<file path="config.mk">
export PLATFORM = sky130hd
export DESIGN_NAME = spi_xfer_arbiter
export DESIGN_NICKNAME = d
export VERILOG_FILES = /design/src/rtl/spi_pkg.sv /design/src/rtl/spi_xfer_arbiter_rr_pick.sv /design/src/rtl/spi_xfer_arbiter.sv
export SDC_FILE = /design/constraint.sdc
export NUM_CORES = 1
export LEC_CHECK = 0
export BUFFER_PORTS_ARGS = -buffer_cell sky130_fd_sc_hd__buf_2
export CAP_MARGIN = 20
export CORE_UTILIZATION = 41
export DETAILED_ROUTE_END_ITERATION = 16
export GPL_ROUTABILITY_DRIVEN = 0
export GPL_TIMING_DRIVEN = 0
export PLACE_DENSITY = 0.75
export SLEW_MARGIN = 0
export SYNTH_ARGS = -nofsm -noshare
export SYNTH_HDL_FRONTEND = slang
export SYNTH_SLANG_ARGS = --single-unit
export TNS_END_PERCENT = 20
</file>
<file path="constraint.sdc">
create_clock -name clk -period 1.5 [get_ports clk]
set_clock_uncertainty 0.05 [all_clocks]
set_input_delay 0.075 -clock clk [delete_from_list [all_inputs] [get_ports clk]]
set_output_delay 0.075 -clock clk [all_outputs]
set_load 0.1 [all_outputs]
</file>
<file path="src/rtl/spi_pkg.sv">
// -----------------------------------------------------------------------------
// spi_pkg
//   Shared types and constants for the SPI transfer arbiter.
//   arb_state_t : sequencer states, also exported on the arbiter debug port
//   SPI_BYTE_W  : width of one SPI byte
// -----------------------------------------------------------------------------
package spi_pkg;

    localparam int SPI_BYTE_W = 8;

    typedef enum logic [2:0] {
        ARB_IDLE,
        ARB_GRANT,
        ARB_LAUNCH,
        ARB_WAIT_DONE,
        ARB_GAP
    } arb_state_t;

endpackage

</file>
<file path="src/rtl/spi_xfer_arbiter_rr_pick.sv">
// -----------------------------------------------------------------------------
// rr_pick
//   Combinational round-robin picker. It selects the first set request bit at
//   or after the pointer and wraps from NUM_REQ-1 back to 0.
//
//   req_i    [NUM_REQ-1:0]  request levels
//   ptr_i    [IDX_W-1:0]    highest-priority index for this pick
//   onehot_o [NUM_REQ-1:0]  one-hot pick (zero when no request is set)
//   idx_o    [IDX_W-1:0]    binary index of the pick
//   any_o                   at least one request is set
// -----------------------------------------------------------------------------
module rr_pick #(
    parameter int NUM_REQ = 4,
    parameter int IDX_W   = $clog2(NUM_REQ)
) (
    input  logic [NUM_REQ-1:0] req_i,
    input  logic [IDX_W-1:0]   ptr_i,
    output logic [NUM_REQ-1:0] onehot_o,
    output logic [IDX_W-1:0]   idx_o,
    output logic               any_o
);

    // Index k positions after base, modulo NUM_REQ (base is always < NUM_REQ).
    function automatic logic [IDX_W-1:0] wrap_idx(input logic [IDX_W-1:0] base, input int k);
        int c;
        c = int'(base) + k;
        if (c >= NUM_REQ) begin
            c = c - NUM_REQ;
        end
        return IDX_W'(c);
    endfunction

    // Scan from the lowest priority to the highest so the last hit wins.
    always_comb begin
        idx_o    = '0;
        any_o    = 1'b0;
        onehot_o = '0;
        for (int k = NUM_REQ - 1; k >= 0; k--) begin
            if (req_i[wrap_idx(ptr_i, k)]) begin
                idx_o = wrap_idx(ptr_i, k);
                any_o = 1'b1;
            end
        end
        if (any_o) begin
            onehot_o[idx_o] = 1'b1;
        end
    end

endmodule

</file>
<file path="src/rtl/spi_xfer_arbiter.sv">
// -----------------------------------------------------------------------------
// spi_xfer_arbiter
//   Shares one SPI master byte engine between NUM_REQ requesters. It picks a
//   requester round-robin, holds its chip select low for the whole byte,
//   launches the byte on the engine, returns the received byte with a done
//   pulse and then keeps every chip select high for the inter-transfer gap.
//
//   Handshake: a requester raises req[i] with its byte on req_data and keeps
//   it until done[i] pulses; gnt[i] is high from grant until that done. On the
//   engine side m_start is a one-cycle launch with m_din stable, accepted only
//   while m_busy is low; m_done is a one-cycle completion pulse with m_dout
//   valid in the same cycle, honoured only while waiting for completion.
//
//   Optional build macro SPI_ARB_TIMEOUT_EN adds a watchdog over the grant and
//   completion waits; on expiry it pulses err and done and returns 8'h00.
//   Without the macro err is tied low and the waits are unbounded.
//
//   Ports:
//     clk, rst_n               clock, synchronous active-low reset
//     req, req_data            per-requester request level and tx byte
//     gnt, done, rx_data, err  per-requester grant/done, rx byte, abort pulse
//     cs_n                     active-low chip selects (at most one low)
//     m_start, m_din           engine launch pulse and tx byte
//     m_busy, m_done, m_dout   engine busy, completion pulse and rx byte
//     dbg_state_o              current sequencer state
// -----------------------------------------------------------------------------
module spi_xfer_arbiter
    import spi_pkg::*;
#(
    parameter int NUM_REQ        = 4,
    parameter int GAP_CYCLES     = 4,
    parameter int TIMEOUT_CYCLES = 1024
) (
    input  logic                          clk,
    input  logic                          rst_n,
    input  logic [NUM_REQ-1:0]            req,
    input  logic [NUM_REQ*SPI_BYTE_W-1:0] req_data,
    output logic [NUM_REQ-1:0]            gnt,
    output logic [NUM_REQ-1:0]            done,
    output logic [SPI_BYTE_W-1:0]         rx_data,
    output logic                          err,
    output logic [NUM_REQ-1:0]            cs_n,
    output logic                          m_start,
    output logic [SPI_BYTE_W-1:0]         m_din,
    input  logic                          m_busy,
    input  logic                          m_done,
    input  logic [SPI_BYTE_W-1:0]         m_dout,
    output arb_state_t                    dbg_state_o
);

    localparam int IDX_W = $clog2(NUM_REQ);
    localparam int GAP_W = $clog2(GAP_CYCLES + 1);

    arb_state_t                state_q, state_d;
    logic [NUM_REQ-1:0]        gnt_q, gnt_d;
    logic [IDX_W-1:0]          idx_q, idx_d;
    logic [IDX_W-1:0]          ptr_q, ptr_d;
    logic [NUM_REQ-1:0]        cs_n_q, cs_n_d;
    logic [SPI_BYTE_W-1:0]     m_din_q, m_din_d;
    logic                      m_start_q, m_start_d;
    logic [NUM_REQ-1:0]        done_q, done_d;
    logic [SPI_BYTE_W-1:0]     rx_q, rx_d;
    logic [GAP_W-1:0]          gap_q, gap_d;
    logic                      finish;

    logic [NUM_REQ-1:0]        pick_onehot;
    logic [IDX_W-1:0]          pick_idx;
    logic                      pick_any;

`ifdef SPI_ARB_TIMEOUT_EN
    localparam int TMO_W = $clog2(TIMEOUT_CYCLES);
    logic [TMO_W-1:0]          tmo_q, tmo_d;
    logic                      err_q, err_d;
`endif

    rr_pick #(
        .NUM_REQ (NUM_REQ),
        .IDX_W   (IDX_W)
    ) u_pick (
        .req_i    (req),
        .ptr_i    (ptr_q),
        .onehot_o (pick_onehot),
        .idx_o    (pick_idx),
        .any_o    (pick_any)
    );

    always_comb begin
        state_d   = state_q;
        gnt_d     = gnt_q;
        idx_d     = idx_q;
        ptr_d     = ptr_q;
        cs_n_d    = cs_n_q;
        m_din_d   = m_din_q;
        m_start_d = 1'b0;
        done_d    = '0;
        rx_d      = rx_q;
        gap_d     = gap_q;
        finish    = 1'b0;

        unique case (state_q)
            ARB_IDLE: begin
                if (pick_any) begin
                    gnt_d   = pick_onehot;
                    idx_d   = pick_idx;
                    // Chip select goes low together with the grant.
                    cs_n_d  = ~pick_onehot;
                    state_d = ARB_GRANT;
                end
            end
            ARB_GRANT: begin
                m_din_d = req_data[SPI_BYTE_W*int'(idx_q) +: SPI_BYTE_W];
                if (!m_busy) begin
                    // m_start is registered, so it is high exactly while in LAUNCH.
                    m_start_d = 1'b1;
                    state_d   = ARB_LAUNCH;
                end
            end
            ARB_LAUNCH: begin
                state_d = ARB_WAIT_DONE;
            end
            ARB_WAIT_DONE: begin
                if (m_done) begin
                    rx_d   = m_dout;
                    done_d = gnt_q;
                    finish = 1'b1;
                end
            end
            ARB_GAP: begin
                if (gap_q == '0) begin
                    state_d = ARB_IDLE;
                end else begin
                    gap_d = gap_q - GAP_W'(1);
                end
            end
            default: begin
                state_d = ARB_IDLE;
            end
        endcase

`ifdef SPI_ARB_TIMEOUT_EN
        err_d = 1'b0;
        tmo_d = '0;
        // A real completion in the same cycle as expiry takes precedence.
        if ((state_q == ARB_GRANT || state_q == ARB_WAIT_DONE) && !finish) begin
            if (tmo_q == TMO_W'(TIMEOUT_CYCLES - 1)) begin
                err_d     = 1'b1;
                done_d    = gnt_q;
                rx_d      = '0;
                m_start_d = 1'b0;
                finish    = 1'b1;
            end else begin
                tmo_d = tmo_q + TMO_W'(1);
            end
        end
`endif

        if (finish) begin
            cs_n_d  = '1;
            gnt_d   = '0;
            ptr_d   = (idx_q == IDX_W'(NUM_REQ - 1)) ? '0 : idx_q + IDX_W'(1);
            gap_d   = GAP_W'(GAP_CYCLES - 1);
            state_d = ARB_GAP;
        end

`ifdef SPI_ARB_TIMEOUT_EN
        // The watchdog restarts from zero on every state entry.
        if (state_d != state_q) begin
            tmo_d = '0;
        end
`endif
    end

    always_ff @(posedge clk) begin
        if (!rst_n) begin
            state_q   <= ARB_IDLE;
            gnt_q     <= '0;
            idx_q     <= '0;
            ptr_q     <= '0;
            cs_n_q    <= '1;
            m_din_q   <= '0;
            m_start_q <= 1'b0;
            done_q    <= '0;
            rx_q      <= '0;
            gap_q     <= '0;
`ifdef SPI_ARB_TIMEOUT_EN
            tmo_q     <= '0;
            err_q     <= 1'b0;
`endif
        end else begin
            state_q   <= state_d;
            gnt_q     <= gnt_d;
            idx_q     <= idx_d;
            ptr_q     <= ptr_d;
            cs_n_q    <= cs_n_d;
            m_din_q   <= m_din_d;
            m_start_q <= m_start_d;
            done_q    <= done_d;
            rx_q      <= rx_d;
            gap_q     <= gap_d;
`ifdef SPI_ARB_TIMEOUT_EN
            tmo_q     <= tmo_d;
            err_q     <= err_d;
`endif
        end
    end

    assign gnt         = gnt_q;
    assign done        = done_q;
    assign rx_data     = rx_q;
    assign cs_n        = cs_n_q;
    assign m_start     = m_start_q;
    assign m_din       = m_din_q;
    assign dbg_state_o = state_q;
`ifdef SPI_ARB_TIMEOUT_EN
    assign err         = err_q;
`else
    assign err         = 1'b0;
`endif

endmodule

</file>
* Word-level counts from Yosys, hierarchy flattened *
Cells that the tools add are included.

word-level totals
  bits in registers = 39
  bits of input ports = 48
  output and inout port bits = 33
  word-level logic and storage cells = 97

cells by class
  add/sub/neg operators = 9
  magnitude comparators = 10
  eq/ne operators = 13
  shift operators = 1
  multiplexer cells = 35
  bitwise logic cells = 4
  reductions and logical operators = 13

operators with widths
  cell                   count
  $shiftx A32 B6 Y8      1
  $mux W2                12
  $lt A2 B3 Y1 const B   5
  $pmux W3 S5            1
  $mux W1                12
  $mux W3                4
  $ne A2 B2 Y1 const B   5
  $reduce_and A2 Y1      5
  $ge A3 B3 Y1 const B   3
  $ne A3 B3 Y1 const B   3
  $bmux W1 S2            4
  $reduce_and A4 Y1      2
  $sub A2 B1 Y2 const B  4
  $add A2 B2 Y3 const B  2
  $eq A3 B2 Y1 const B   2
  $logic_not A3 Y1       2
  $mux W4                1
  $not A4 Y4             1
  $add A2 B1 Y3 const B  1
  $eq A3 B1 Y1 const B   1
  $eq A3 B3 Y1 const B   1
  $ge A2 B3 Y1 const B   1
  $not A1 Y1             3
  $reduce_and A3 Y1      1
  8 further kinds        8

* Longest topological paths before layout *
Gate-level depths: netlist of run 1.

  depth in word-level cells = 15
  gate-level depth with buffers = 7
  gate-level depth less buffers = 7

* Hierarchy *
Synthesis of run 1 repeated with hierarchy kept, for this count alone.

second synthesis, totals
  cell total of the unflattened synthesis = 182
  area total of the unflattened synthesis = 1879.3 um^2

modules (own cells, without submodules)
  module            times used  cells each  area each (um^2)  sequential area each (um^2)
  spi_xfer_arbiter  1           149         1667.8            780.7
  rr_pick           1           33          211.5             0.0

* Worst setup path after synthesis of run 1 *
OpenSTA, ideal clock, no wires.

  path type = register -> register
  start point = register state_q[1], in the netlist dbg_state_o[1]
  end point = register gnt_q[0], in the netlist gnt[0]
  setup time = 0.118 ns
  arrival = 2.006 ns
  data required time = 1.332 ns
  setup slack = -0.674 ns
  cell stages (with the launch flop) = 6
  path buffers = 1
  period minus slack after synthesis = 2.174 ns
  cell sequence = dfxtp_1 -> buf_2 -> nand4b_1 -> nand2_1 -> nor2_1 -> a22o_1

on the way
  word-level cells in the longest chain between the ends = 3
  elaborated cells on any way between the ends = 5
  those cells by class = eq/ne (1); mux (1); reduce/logical (3)

RTL lines
  what                               line                     text
  start: declaration                 spi_xfer_arbiter.sv:54   arb_state_t state_q, state_d;
  start signal: assignment           spi_xfer_arbiter.sv:190  state_q <= state_d;
  $eq A3 B2 Y1                       spi_xfer_arbiter.sv:100  unique case (state_q)
  $mux W1                            spi_xfer_arbiter.sv:100
  $reduce_or A2 Y1 (no source line)  -
  end signal: assignment             spi_xfer_arbiter.sv:191  gnt_q <= gnt_d;
  end: declaration                   spi_xfer_arbiter.sv:55   logic [NUM_REQ-1:0] gnt_q, gnt_d;

Parallel ways exist; a longest one is shown, timed or not.
A chain may end at the register's enable or synchronous reset.

* Worst setup path in the final report of run 1 *
  start point = register state_q[2], in the netlist dbg_state_o[2]
  end point = register cs_n_q[2], in the netlist cs_n[2]

on the way
  word-level cells in the longest chain between the ends = 3
  elaborated cells on any way between the ends = 5
  those cells by class = eq/ne (1); mux (1); reduce/logical (3)

RTL lines
  what                               line                     text
  $eq A3 B2 Y1                       spi_xfer_arbiter.sv:100
  $mux W1                            spi_xfer_arbiter.sv:100
  $reduce_or A2 Y1 (no source line)  -
  end signal: assignment             spi_xfer_arbiter.sv:194  cs_n_q <= cs_n_d;
  end: declaration                   spi_xfer_arbiter.sv:58   logic [NUM_REQ-1:0] cs_n_q, cs_n_d;

Parallel ways exist; a longest one is shown, timed or not.

==> metrics.txt, run 1 <==
Leak=1.15 nW; failing checks=setup timing; R2R Path Start=dbg_state_o[2]$_SDFFE_PN0P_; Slew Limit Fails=0; DR WL/cell=13.0 um; Req. time, crit path=~1600 ps; Worst-path clk slew=70 ps; Post-DP Area=~0.0022 mm2; CTS Buffer Depth=2; RSZ-0062 raised after global routing=true; Routed Wire Length=~4600 um; Synth warnings=0; Synth area leader=dfxtp_1; Min-Delay Path Depth=2; logic gate share of total power=between 20% and 30%; syn nets=roughly 240; register area=between 700 and 800 um2; post-synth cell types=just over 40; vias in the first global route=1548; most frequent cell after synthesis=nand2_1; multi-input logic area=around 930 um2; Hold Path Class=input pin to flip-flop; Synth Instances=188; CP Launch Type=flip-flop; CTS H-tree depth=2; Net Sw Power=between 800 and 900 uW; DRC viols=0; full die area=between 0.004 and 0.005 mm2; Placed Cells=approximately 320; diodes inserted=0; first-pass GRT wire length=around 6700 um; Final Hold Fails=0; Area growth, synth to finish=48.4%; via count=between 1500 and 2000; Max VDD drop=roughly 0.64 mV; largest cells by area after synthesis=dfxtp_1, mux4_2, nand2_1; status=finished with violations; prevailing post-synth register cell=dfxtp_1; worst reg2reg path depth=4; final worst slack=-21.5 ps; FF-to-FF End=cs_n[2]$_SDFFE_PP1P_; post-detailed-route count of antenna-violating nets=0; Least-Margin Pin Slew=653 ps; Finished Layout Cells=around 350; clk sinks=39; sequential share of power=44.3%; Post-Syn Area=roughly 0.0017 mm2; DP HPWL=around 3100 um; crit path max fanout=6; Starting Density=between 40% and 50%; CP arrival=roughly 1700 ps; filler instances=343; layout cell share with drive strength beyond 1=47.7%; Die H=67.0 um; top cell type's share of synthesized area=between 40% and 50%; synthesized area per cell=9.20 um2; largest net degree at the start of global routing=12; Crit Path Category=flip-flop to flip-flop; Clock power frac=a little over a quarter; Clk Tree Root Cell=clkbuf_8; P per Cell Area=slightly below 1000 mW/mm2; P_int=about 1.6 mW; cts bufs inserted=5; final core utilization=a little under two thirds; grt total ovfl=0; num ports=81; antenna violations before repair=0; CTS tree=done; Synth async-reset ratio=0%; switching portion of total power=35.4%; hold endpoint=done[0]$_SDFF_PN0_; Final Cycle Share=101%; worst reg-to-reg setup slack=-20 ps; Setup-failing EPs final=1; commonest cells in the netlist=nand2_1, dfxtp_1, a21oi_1; NumNets Final=about 350; Pre-Repair DR Iteration Count=4; Buffers on Ports=79; drt initial violations=slightly below 90; Post-synth EDFFs=0; register bit total from synthesis=39; Die Wd=~67 um; Slew headroom=~56%; post-route cell area=around 0.0026 mm2; hold_sp=rst_n; worst-skew pair later-pin latency=approximately 290 ps; register area share after synthesis=roughly 45%; core area=0.00403 mm2; Via density=roughly 5.0; Total GRT Usage=approximately a fifth; nature of the critical path endpoint=flip-flop; Max Cap Violations=0; row cnt=23; minimum clock period=between 1500 and 2000 ps; Max Freq=approximately 660 MHz
registers in the layout (all words and copies together) (netlist names):
signal	flops
done	4
gnt	4
m_start	1
dbg_state_o	3
gap_q	3
idx_q	2
ptr_q	2
cs_n	4
m_din	8
rx_data	8
how the worst max path moves through the flow:
| stage | endpoint | slack [ps] | start |
|---|---|---|---|
| 3_5_place_dp | gap_q[2]$_SDFFE_PP0P_ | -270 | gap_q[0]$_SDFFE_PN0P_ |
| 5_1_grt | cs_n[2]$_SDFFE_PP1P_ | -80 | dbg_state_o[2]$_SDFFE_PN0P_ |
| 6_report | cs_n[2]$_SDFFE_PP1P_ | -20 | dbg_state_o[2]$_SDFFE_PN0P_ |
| 4_1_cts | cs_n[2]$_SDFFE_PP1P_ | -50 | dbg_state_o[0]$_SDFFE_PP0P_ |
| 3_3_place_gp | gap_q[2]$_SDFFE_PP0P_ | -230 | gap_q[0]$_SDFFE_PN0P_ |
| 2_1_floorplan | cs_n[2]$_SDFFE_PP1P_ | -200 | dbg_state_o[1]$_SDFFE_PP0P_ |
metrics by stage:
stage | hold WS [ps] | power, mW | worst slack (ps) | setup TNS [ps]
5_1_grt | 98.4 | 2.63 | -76.3 | -264
2_1_floorplan | 104 | 1.67 | -197 | -1200
6_report | 102 | 2.53 | -21.5 | -21.5
3_5_place_dp | 240 | 1.82 | -268 | -1870
4_1_cts | 82.0 | 2.52 | -47.9 | -101
3_3_place_gp | 241 | 1.81 | -234 | -1410
layout make-up:
cell class / instances / share of cell area, %
Multi-Input combinational cell: 134 / 36.0
Sequential cell: 39 / 31.0
Timing Repair Buffer: 108 / 24.9
Clock buffer: 7 / 2.97
Tap cell: 50 / 2.44
Buffer: 8 / 1.70
Inverter: 5 / 0.731
Clock inverter: 1 / 0.195
power by group through the flow:
stage	Sequential, mW	Combinational [mW]	Clock (mW)
2_1_floorplan	1.44	0.229	0
4_1_cts	1.12	0.723	0.684
6_report	1.12	0.733	0.676
5_1_grt	1.12	0.772	0.733
3_3_place_gp	1.13	0.677	0
3_5_place_dp	1.13	0.685	0
layer usage:
| layer | share of wire (%) | vias to the layer above | global-route usage (%) |
|---|---|---|---|
| met3 | 4.9 | 10 | 5.31 |
| met4 | 2.5 | 0 | 10.4 |
| met1 | 40 | 808 | 23.2 |
| met5 | 0 | - | 0 |
| li1 | - | 879 | - |
| met2 | 53 | 60 | 35.7 |
repair_timing:
action,in CTS,in global routing
pin swaps,11,5
setup endpoints to repair,30,32
hold buffers,9,0
endpoints found under the hold margin,9,0
buffers inserted,18,2
cloned,0,0
resized for setup,14,9
layout by cell type (no fill, tap or decap), types with 5 or more instances in the layout:
master / n
nand2_1: 43
clkbuf_1: 5
buf_4: 21
a21oi_1: 22
nor3_1: 6
clkbuf_8: 5
nor2_1: 11
mux4_2: 8
dlygate4sd3_1: 9
buf_2: 79
dfxtp_1: 32
critical path: stages, from the launching register on:
cell and delay (ps):
dfxtp_4 370, or4_4 570, nor3_4 150, nand4_1 140, o21a_1 140
logic make-up (layout without fill, tap and decap cells):
| group | Yosys count | after routing | share of synthesized area, % |
|---|---|---|---|
| buf+inv | 15 | 129 | 4.05 |
| mux | 8 | 8 | 10.4 |
| compound gates | 34 | 34 | 11.8 |
| fa+ha+maj | 3 | 3 | 2.17 |
| other cells | 1 | 1 | 0.217 |
| flops | 39 | 39 | 45.1 |
| xor+xnor | 1 | 1 | 0.506 |
| simple gates | 87 | 87 | 25.7 |
Power figures use the tool's default switching activity.
==> inputs of run 2 (changes only) <==
--- a/config.mk
+++ b/config.mk
@@ -7,11 +7,12 @@
 export LEC_CHECK = 0
 export BUFFER_PORTS_ARGS = -buffer_cell sky130_fd_sc_hd__buf_2
 export CAP_MARGIN = 20
-export CORE_UTILIZATION = 41
+export CORE_UTILIZATION = 46
+export CTS_CLUSTER_DIAMETER = 150
 export DETAILED_ROUTE_END_ITERATION = 16
 export GPL_ROUTABILITY_DRIVEN = 0
 export GPL_TIMING_DRIVEN = 0
-export PLACE_DENSITY = 0.75
+export PLACE_DENSITY = 0.79
 export SLEW_MARGIN = 0
 export SYNTH_ARGS = -nofsm -noshare
 export SYNTH_HDL_FRONTEND = slang
==> constraint.sdc (replaced) <==
create_clock -name clk -period 1.57 [get_ports clk]
set_clock_uncertainty 0.05 [all_clocks]
set_input_delay 0.0785 -clock clk [delete_from_list [all_inputs] [get_ports clk]]
set_output_delay 0.0785 -clock clk [all_outputs]
set_load 0.1 [all_outputs]
==> run 2 against run 1 <==
The flow still finishes with violations (setup timing); die area shrank 11%; flip-flop and latch count unchanged; clock power up 9.3%; wire length decreased by 4.3%; critical path depth unchanged; fmax decreased by 3.5%; via count down 1.4%; register-to-register slack is essentially flat; global-route usage grew 3.0 points; critical path type unchanged.
==> metrics.txt, run 2 (synthesis results as in run 1) <==
CTS Buffer Depth=2; CP max stage delay=490 ps; hold endpoint=done[3]$_SDFF_PN0_; worst reg2reg path depth=4; Req. time, crit path=about 1700 ps; Setup Slack @ Placement=-193 ps; final worst slack=-6.65 ps; vias in the first global route=approximately 1700; Final Cycle Share=100%; nature of the critical path endpoint=flip-flop; Crit Path Category=flip-flop to flip-flop; Placed Cells=roughly 310; worst-skew pair later-pin latency=around 290 ps; hold_ws=around 96 ps; Post-DP Area=0.00220 mm2; CTS H-tree depth=2; first-pass GRT wire length=around 7300 um; layout cell share with drive strength beyond 1=between 40% and 50%; via count=approximately 1700; NumNets Final=~340; Min-Delay Path Depth=2; Least-Margin Pin Slew=~650 ps; final core utilization=a little under three quarters; P_int=1.63 mW; cts bufs inserted=5; antenna violations before repair=0; Die Wd=roughly 63 um; most frequent cells in the layout=buf_2, nand2_1, dfxtp_1; post-detailed-route count of antenna-violating nets=0; P per Cell Area=1000 mW/mm2; DP HPWL=3100 um; post-route cell area=roughly 0.0025 mm2; logic gate share of total power=between 20% and 30%; Setup-failing EPs final=1; crit path max fanout=5; failing checks=setup timing; CP Launch Type=flip-flop; Total GRT Usage=roughly a quarter; diodes inserted=0; Worst-path clk slew=approximately 70 ps; Slew headroom=roughly 56%; Pwr Total=approximately 2.5 mW; Buffers on Ports=just under 80; filler instances=296; Slew Limit Fails=0; minimum clock period=between 1500 and 2000 ps; Routed Wire Length=roughly 4400 um; Starting Density=between 40% and 50%; Buf/Inv on CP=0; RSZ-0062 raised after global routing=true; Leak=roughly 1.1 nW; row cnt=21; clk sinks=39; sequential share of power=~43%; R2R Path Start=ptr_q[1]$_SDFFE_PN0P_; CP arrival=about 1700 ps; drt initial violations=slightly above 100; Area growth, synth to finish=43.6%; switching portion of total power=around a third; FF-to-FF End=cs_n[1]$_SDFFE_PP1P_; num ports=between 80 and 90; hold_sp=rst_n; full die area=between 0.004 and 0.005 mm2; status=finished with violations; Final Hold Fails=0; final setup TNS=-6.65 ps; Hold Path Class=input pin to flip-flop; Max VDD drop=~0.53 mV; Crit path max-delay family=simple AND/OR/NAND/NOR gates; Finished Layout Cells=about 340; Clock power frac=29.7%; Max Cap Violations=0; Clk Tree Root Cell=clkbuf_8; Pre-Repair DR Iteration Count=4; DR WL/cell=13.0 um; CP Cell Sequence=nor4b_4 > or2_1 > nand2_2 > o32a_1; Net Sw Power=852 uW; CTS tree=done; Via density=5.17; DRC viols=0; Max Freq=634 MHz; most common cell after layout, fill and taps aside=buf_2; worst reg-to-reg setup slack=-7 ps; grt total ovfl=0; Slowest-stage cell, CP=dfxtp_1; core area=approximately 0.0035 mm2; Die H=63.3 um; largest net degree at the start of global routing=12
[run 2: changes by cell type in the layout (fill, tap and decap cells not counted), moves of 2 or more]
cell	before	now
dfxtp_2	4	2
buf_4	21	8
clkbuf_8	5	7
dfxtp_1	32	34
[run 2: power groups by stage]
stage	registers, mW	clock network, mW	logic (mW)
6_report	1.07	0.739	0.674
3_5_place_dp	1.08	0	0.656
3_3_place_gp	1.08	0	0.646
5_1_grt	1.08	0.784	0.717
4_1_cts	1.06	0.743	0.674
2_1_floorplan	1.37	0	0.219
[run 2: final cells by class]
type,count,area (um2),area share [%]
repair buffers,95,538,21.7
multi-input cells,134,935,37.6
clock buffers,8,100,4.03
inverters,5,18.8,0.755
well taps,46,57.6,2.32
flip-flops and latches,39,795,32.0
plain buffers,8,41.3,1.66
[run 2: worst max path at each step]
stage | slack [ps] | to | from | depth (start not counted)
floorplan | -130 | cs_n[2]$_SDFFE_PP1P_ | dbg_state_o[1]$_SDFFE_PP0P_ | 5
global placement | -170 | gap_q[2]$_SDFFE_PP0P_ | gap_q[0]$_SDFFE_PN0P_ | 7
detailed placement | -190 | gap_q[2]$_SDFFE_PP0P_ | gap_q[0]$_SDFFE_PN0P_ | 7
CTS | -40 | cs_n[2]$_SDFFE_PP1P_ | dbg_state_o[1]$_SDFFE_PP0P_ | 5
global route | -80 | cs_n[1]$_SDFFE_PP1P_ | ptr_q[0]$_SDFFE_PN0P_ | 5
finish | -7 | cs_n[1]$_SDFFE_PP1P_ | ptr_q[1]$_SDFFE_PN0P_ | 4
[run 2: timing repair]
item | CTS | global route
pin swaps | 3 | 8
setup buffers | 4 | 3
hold endpoints to repair | 9 | 0
hold buffers | 9 | 0
setup endpoints to repair | 18 | 32
gates resized for setup | 5 | 14
[run 2: routing by layer]
layer,part of all wire [%],up-vias,global-route usage [%],wire (um)
met5,0,-,0,0
met4,1.9,0,11.9,85
met3,4.9,9,4.35,215
met2,53,56,41.4,2310
met1,40,813,27.5,1760
li1,-,854,-,-
==> inputs of run 3 (changes only) <==
--- a/config.mk
+++ b/config.mk
@@ -10,7 +10,6 @@
 export CORE_UTILIZATION = 46
 export CTS_CLUSTER_DIAMETER = 150
 export DETAILED_ROUTE_END_ITERATION = 16
-export GPL_ROUTABILITY_DRIVEN = 0
 export GPL_TIMING_DRIVEN = 0
 export PLACE_DENSITY = 0.79
 export SLEW_MARGIN = 0
==> constraint.sdc (replaced) <==
create_clock -name clk -period 1.57 [get_ports clk]
set_clock_uncertainty 0.05 [all_clocks]
set_input_delay 0.0785 -clock clk [delete_from_list [all_inputs] [get_ports clk]]
set_output_delay 0.0785 -clock clk [all_outputs]
set_load 0.01 [all_outputs]
==> run 3 against run 2 <==
The run still ends with setup timing left; combinational power is 39% lower; non-clock buffer count is 2 higher; first-iteration DRC count is 20% higher; wire length is 0.41% lower; via count is 0.64% lower; clock power is 6.9% higher; final cell count is 0.30% higher; utilization is 0.54 points higher; hold slack worse by 11 ps; critical path depth is 1 higher; clock-buffer cell count is 2 lower; final area is 0.76% higher.
==> metrics.txt, run 3 (synthesis results as in run 1) <==
status=finished with violations; failing checks=setup timing; drt initial violations=about 120; DR WL/cell=about 13 um; CP startpoint=dbg_state_o[0]$_SDFFE_PP0P_; Routed Wire Length=between 4000 and 5000 um; P per Cell Area=around 900 mW/mm2; Placed Cells=approximately 310; Pwr Total=2.26 mW; Worst-path clk slew=about 70 ps; CTS tree=done; full die area=0.00401 mm2; most frequent cells in the layout=buf_2, nand2_1, dfxtp_1; crit path max fanout=8; Max Cap Violations=0; worst reg2reg path depth=5; Final Cycle Share=104%; Setup Slack @ Placement=-171 ps; CTS H-tree depth=2; Pre-Repair DR Iteration Count=4; Least-Margin Pin Slew=between 600 and 700 ps; largest net degree at the start of global routing=12; Hold Path Class=input pin to flip-flop; Max VDD drop=between 0.5 and 0.6 mV; RSZ-0062 raised after global routing=true; Clk Tree Root Cell=clkbuf_8; post-detailed-route count of antenna-violating nets=0; Via density=between 5 and 6; num ports=81; most common cell after layout, fill and taps aside=buf_2; worst-skew pair later-pin latency=290 ps; CP arrival=around 1800 ps; CP Capture Point=cs_n[2]$_SDFFE_PP1P_; antenna violations before repair=0; via count=1721; Leak=between 1 and 1.5 nW; minimum clock period=approximately 1600 ps; first-pass GRT wire length=~6900 um; CP Launch Type=flip-flop; gp weighted congestion=approximately 0.77; Max Freq=612 MHz; R2R Path Start=dbg_state_o[0]$_SDFFE_PP0P_; Area growth, synth to finish=44.7%; Slew Limit Fails=0; Crit Path Category=flip-flop to flip-flop; cts bufs inserted=5; filler instances=between 200 and 300; Setup-failing EPs final=2; post-route cell area=~0.0025 mm2; nature of the critical path endpoint=flip-flop; CTS Buffer Depth=2; Total GRT Usage=~22%; DRC viols=0; Req. time, crit path=around 1700 ps; diodes inserted=0; core area=0.00347 mm2; vias in the first global route=about 1600; Die H=63.3 um; NumNets Final=341; final worst slack=-63.4 ps; Slew headroom=between 50% and 60%; worst reg-to-reg setup slack=-60 ps; Final Hold Fails=0; grt total ovfl=0; clk sinks=39; DP HPWL=around 2900 um; Finished Layout Cells=between 300 and 400; Starting Density=between 40 and 50%; layout cell share with drive strength beyond 1=between 40% and 50%; Die Wd=63.3 um; FF-to-FF End=cs_n[2]$_SDFFE_PP1P_; Buffers on Ports=just under 80; Post-DP Area=roughly 0.0022 mm2; row cnt=21
## run 3: cell count changes in the layout (fill, tap and decap cells not counted), sizes merged
| cell | delta |
|---|---|
| clkbuf | -3 |
| buf | +3 |
| bufinv | +1 |
## run 3: worst max-delay path, stage by stage (launching register included)
cell,delay (ps)
dfxtp_2,320
buf_6,130
or4_4,580
nor3_4,160
nand4_1,160
o21a_1,130
## run 3: final cells by class
class                   count  area (um2)  share of cell area, %
clock buffers               6        72.6                   2.90
multi-input cells         134         940                   37.5
repair buffers             95         538                   21.5
clock inverters             1        30.0                   1.20
well taps                  46        57.6                   2.30
plain buffers              10        61.3                   2.45
flip-flops and latches     39         786                   31.4
inverters                   5        18.8                  0.750
## run 3: repair_timing
| action | 4_1_cts | 5_1_grt |
|---|---|---|
| buffers inserted | 3 | 4 |
| hold buffers | 9 | 0 |
| endpoints found under the setup margin | 20 | 29 |
| endpoints found under the hold margin | 9 | 0 |
| resized for setup | 8 | 16 |
| pin swaps | 1 | 6 |
## run 3: per-layer routing
metal	GRT usage (%)	part of all wire, %
met3	6.16	5.8
met1	27.0	41
met5	0	0
met2	35.8	50
met4	12.5	2.9
## run 3: power breakdown
part           leakage [nW]  total [mW]  internal [mW]  switching [mW]
Clock                0.0513       0.790          0.465           0.324
Combinational         0.729       0.411          0.202           0.210
Sequential            0.319        1.06           1.04          0.0241
## run 3: stage by stage
step           utilization, %  hold WS [ps]  setup TNS [ps]
6_report                 72.2          85.3           -64.7
5_1_grt                  72.2          82.5            -615
4_1_cts                  70.1          73.3           -74.4
3_5_place_dp             63.0           239           -2200
3_3_place_gp             63.0           239           -1950
2_1_floorplan               -           108           -2.78
## run 3: how the worst min path moves through the flow
stage | cells past startpoint | endpoint | slack [ps] | from
6_report | 2 | done[3]$_SDFF_PN0_ | 90 | rst_n
5_1_grt | 2 | done[1]$_SDFF_PN0_ | 80 | rst_n
4_1_cts | 2 | done[3]$_SDFF_PN0_ | 70 | rst_n
3_5_place_dp | 2 | m_start$_SDFF_PN0_ | 240 | m_busy
3_3_place_gp | 2 | m_start$_SDFF_PN0_ | 240 | m_busy
2_1_floorplan | 1 | m_start$_SDFF_PN0_ | 110 | m_busy
